$ cat config.mk
export PLATFORM = sky130hd
export DESIGN_NAME = pipe_skid_reg
export DESIGN_NICKNAME = d
export VERILOG_FILES = /design/src/rtl/pipe_skid_reg.sv
export SDC_FILE = /design/constraint.sdc
export NUM_CORES = 1
export LEC_CHECK = 0
export ABC_CLOCK_PERIOD_IN_PS = 10600
export BUFFER_PORTS_ARGS = -buffer_cell sky130_fd_sc_hd__buf_2
export CAP_MARGIN = 20
export CORE_ASPECT_RATIO = 0.9
export CORE_MARGIN = 2
export CORE_UTILIZATION = 30
export CTS_CLUSTER_DIAMETER = 40
export DETAILED_ROUTE_END_ITERATION = 7
export SYNTH_ARGS = -nofsm -noshare
export SYNTH_HDL_FRONTEND = slang
export SYNTH_SLANG_ARGS = --single-unit
$ cat constraint.sdc
create_clock -name clk -period 10.6 [get_ports clk]
set_input_delay 0 -clock clk [delete_from_list [all_inputs] [get_ports clk]]
set_output_delay 0 -clock clk [all_outputs]
set_load 0.03 [all_outputs]
$ cat src/rtl/pipe_skid_reg.sv
// pipe_skid_reg: valid/ready pipeline stage with a two-entry skid buffer and synchronous flush.
module pipe_skid_reg #(
    parameter int CTRL_W          = 9,
    parameter int DATA_W          = 133,
    parameter bit FLUSH_ZERO_DATA = 1'b0
) (
    input  logic              clk,
    input  logic              rst,
    input  logic              flush,
    input  logic              in_valid,
    output logic              in_ready,
    input  logic [CTRL_W-1:0] in_ctrl,
    input  logic [DATA_W-1:0] in_data,
    output logic              out_valid,
    input  logic              out_ready,
    output logic [CTRL_W-1:0] out_ctrl,
    output logic [DATA_W-1:0] out_data,
    output logic [1:0]        occupancy
);
    // Encoding is {main_v, skid_v}; the skid entry is only ever valid behind a valid main.
    typedef enum logic [1:0] {EMPTY = 2'b00, ONE = 2'b10, FULL = 2'b11} state_t;
    state_t            state_q, state_d;
    logic [CTRL_W-1:0] main_ctrl_q, main_ctrl_d, skid_ctrl_q, skid_ctrl_d;
    logic [DATA_W-1:0] main_data_q, main_data_d, skid_data_q, skid_data_d;
    logic              main_v, skid_v, accept, take;
    assign main_v    = state_q[1];
    assign skid_v    = state_q[0];
    assign in_ready  = state_q != FULL;
    assign out_valid = main_v;
    assign out_ctrl  = main_v ? main_ctrl_q : '0;
    assign out_data  = main_data_q;
    assign occupancy = {1'b0, main_v} + {1'b0, skid_v};
    assign accept    = in_valid && in_ready;
    assign take      = out_valid && out_ready;
    always_comb begin
        state_d     = state_q;
        main_ctrl_d = main_ctrl_q;
        main_data_d = main_data_q;
        skid_ctrl_d = skid_ctrl_q;
        skid_data_d = skid_data_q;
        if (flush) begin
            state_d     = EMPTY;
            main_ctrl_d = '0;
            skid_ctrl_d = '0;
            if (FLUSH_ZERO_DATA) begin
                main_data_d = '0;
                skid_data_d = '0;
            end
        end else begin
            case (state_q)
                EMPTY: if (accept) begin
                    state_d     = ONE;
                    main_ctrl_d = in_ctrl;
                    main_data_d = in_data;
                end
                ONE: if (accept && take) begin
                    main_ctrl_d = in_ctrl;
                    main_data_d = in_data;
                end else if (accept) begin
                    state_d     = FULL;
                    skid_ctrl_d = in_ctrl;
                    skid_data_d = in_data;
                end else if (take) begin
                    state_d = EMPTY;
                end
                FULL: if (take) begin
                    state_d     = ONE;
                    main_ctrl_d = skid_ctrl_q;
                    main_data_d = skid_data_q;
                end
                default: state_d = EMPTY;
            endcase
        end
    end
    always_ff @(posedge clk or posedge rst) begin
        if (rst) begin
            state_q     <= EMPTY;
            main_ctrl_q <= '0;
            main_data_q <= '0;
            skid_ctrl_q <= '0;
            skid_data_q <= '0;
        end else begin
            state_q     <= state_d;
            main_ctrl_q <= main_ctrl_d;
            main_data_q <= main_data_d;
            skid_ctrl_q <= skid_ctrl_d;
            skid_data_q <= skid_data_d;
        end
    end
endmodule
==> summary.txt <==
Run status
  – Status: finished, final reports clean

Floorplanning
  – Die area: 43400 um2
  – Core box area: 41500 um2
  – Die W: around 220 um
  – Starting Density: 30.2%
  – Ports: 293
  – Die Y: 198 um
  – Site Rows: 71

Critical path
  – CP Max Fanout: 133
  – Critical Path RT: 11.03 ns
  – Buffers & Inverters on Critical Path: 2
  – Crit-path cells: ha_4, buf_4, nor2b_1, o21bai_1, a211oi_4, buf_12, mux2_1
  – Slowest cell on the critical path: buf_4
  – CP peak stage delay: slightly below 0.8 ns
  – Worst Setup End Kind: flop
  – CP Class: flop to flop
  – Startpoint Class: flop
  – Crit-path leading delay family: buffers and inverters
  – Worst EP arrival: 3.74 ns

STA
  – Worst-Margin Slew: 1.01 ns
  – Max Fclk: 302 MHz
  – Worst rel slew slack: 32.7%
  – Hold Fails Final Rpt: 0
  – Setup violators final: 0
  – Fin crit share: 31.3%
  – RSZ-0062 raised after global routing: false
  – Final TNS setup: 0 ns
  – Worst clock skew: 0.0138 ns
  – Max-slew violation count: 0
  – Tmin final: about 3.3 ns

Synthesis
  – Cell count after synthesis: approximately 820
  – Synth top area share: 57.1%
  – Syn_area_per_cell: around 15 um2
  – #FFs+latches synth: 286
  – Synth area leaders: dfrtp_1 57%, mux2_2 31%, mux2_1 4.6%
  – Post-Syn Area: 12500 um2
  – Synth unique cells: 30
  – Sequential share of the synthesized area: 57.1%
  – Cell taking the most area after synthesis: dfrtp_1
  – Yosys warns: 0
  – Mapped Nets: 974

Route
  – Final WL: about 30 mm
  – # DRC: 0
  – Via density: around 4.5
  – Initial DRT Pass Iterations: 4
  – Drt first-iter violations: 325
  – Via count: 8412
  – Detail Route Antenna Nets: 0
  – Wire length per cell: 16.1 um

Power and ir drop
  – Peak supply drop: 0.230 mV
  – P_leak: between 7 and 8 nW
  – Pwr Total: 5.42 mW
  – PwrDens: 307 nW/um2

Layout
  – Share of layout cells above drive strength 1: 56.6%
  – Layout overhead on the synthesized area: 40.8%
  – Nets@finish: 1419
  – ANT cells: 0
  – Most frequent cells in the layout: 348 x mux2_2, 292 x buf_2, 286 x dfrtp_1
  – Most common cell after layout, fill and taps aside: mux2_2
  – Fillcell total: 3780

CTS
  – CTS tree: yes
  – Num CTS Buffers: between 40 and 50
  – Clk Latency, worst-skew pair: 0.57 ns
  – Worst-path clk slew: 0.06 ns
  – CTS Buffer Depth: 3
  – Post-CTS Setup Bufs: 0
  – Root Buffer: clkbuf_16
  – Clock Sinks: 286
  – CTS H-tree lvls: 2

GRT
  – Initial antenna violation count: 0
  – Global-route wire length before repair: 48.2 mm
  – Vias in the first global route: 9132
  – Largest net degree at the start of global routing: 143
  – Total gr overflow: 0
  – Tot GR Track Use: 13.9%

Job
  – Max Cap Viol: 0

Hold path
  – Min-Delay Path Class: input pin to asynchronous set/reset pin

Placement
  – HPWL after DPL: 17.8 mm
  – Routability congestion estimate: around 0.73
  – # port buffers: just under 300
==> path summary, 6_finish.rpt <==
kind	slack [ns]	from	depth (start not counted)	endpoint
max	7.29	state_q[1]	7	out_data[69]
min	0.12	rst	3	out_data[60]
max reg2reg	7.29	state_q[1]	7	out_data[69]
min reg2reg	0.48	out_data[36]	1	out_data[36]
max in group asynchronous	8.43	rst	5	skid_data_q[94]
min in group clk	0.21	in_data[123]	3	skid_data_q[123]
==> cell families (layout without fill, tap and decap cells) <==
family	Yosys count	in the layout	synth area share, %
multiplexers	399	399	35.9
flip-flops	286	286	57.1
buffers and inverters	63	547	2.71
AO/OA/AOI/OAI	39	39	2.48
AND/OR/NAND/NOR	32	32	1.40
adder cells (fa/ha/maj)	4	4	0.400
==> cell usage after synthesis (all sizes together) <==
cell,instances
a211oi,12
dfrtp,286
o22a,1
and2,6
mux2,399
a22o,9
nand4,1
nand2,2
buf,31
clkbuf,18
nor2,12
nor3b,1
and3,1
nor2b,7
a221oi,9
o21ba,1
and3b,1
o21bai,1
nand3b,1
o22ai,1
inv,14
ha,4
a21oi,3
o21ai,2
==> layout make-up <==
class | count | area, um2 | area share [%]
inverters | 14 | 60.1 | 0.341
repair buffers | 445 | 3000 | 17.0
flip-flops and latches | 286 | 7160 | 40.6
clock buffers | 52 | 1250 | 7.07
well taps | 547 | 684 | 3.88
multi-input cells | 474 | 5050 | 28.7
clock inverters | 36 | 433 | 2.45
==> per-stage QoR <==
| stage | util (%) | cell area, um2 | hold WS [ns] | cells | setup WS, ns |
|---|---|---|---|---|---|
| after CTS | 42.5 | 17600 | 0.157 | 1854 | 7.32 |
| after global placement | 34.9 | 14500 | 0.210 | 1620 | 7.29 |
| final | 42.5 | 17600 | 0.120 | 1854 | 7.29 |
| after global routing | 42.5 | 17600 | 0.200 | 1854 | 7.14 |
| after floorplan | - | 12500 | 0.140 | 823 | 2.71 |
| after detailed placement | 34.9 | 14500 | 0.212 | 1620 | 7.31 |
==> registers in the layout, summed over array words and instances (netlist names) <==
name	count
out_data	133
skid_data_q	133
main_ctrl_q	9
state_q	2
skid_ctrl_q	9
==> worst reg2reg max path, stage by stage, from the launching register on <==
cell	delay [ns]
dfrtp_1	0.51
ha_4	0.41
buf_4	0.79
nor2b_1	0.16
o21bai_1	0.29
a211oi_4	0.11
buf_12	0.30
mux2_1	0.63
==> what timing repair did <==
item | in CTS | in global routing
gates resized for setup | 0 | 0
endpoints found under the hold margin | 391 | 0
hold buffers | 146 | 0
==> report_power, final <==
part	leakage (nW)	internal [mW]	switching (mW)	total (mW)
combinational	3.57	0.830	1.11	1.94
sequential	3.46	1.63	0.247	1.87
clock	0.807	1.01	0.588	1.60
total	7.83	3.47	1.95	5.42
==> metal layers <==
layer | global-route usage, % | up-vias | part of all wire [%]
met2 | 23.5 | 220 | 48
met4 | 4.53 | 0 | 2.1
li1 | - | 3887 | -
met3 | 4.45 | 47 | 7.7
met1 | 16.8 | 4258 | 43
met5 | 0 | - | 0
Note: power is estimated with default switching activity, not from simulation.
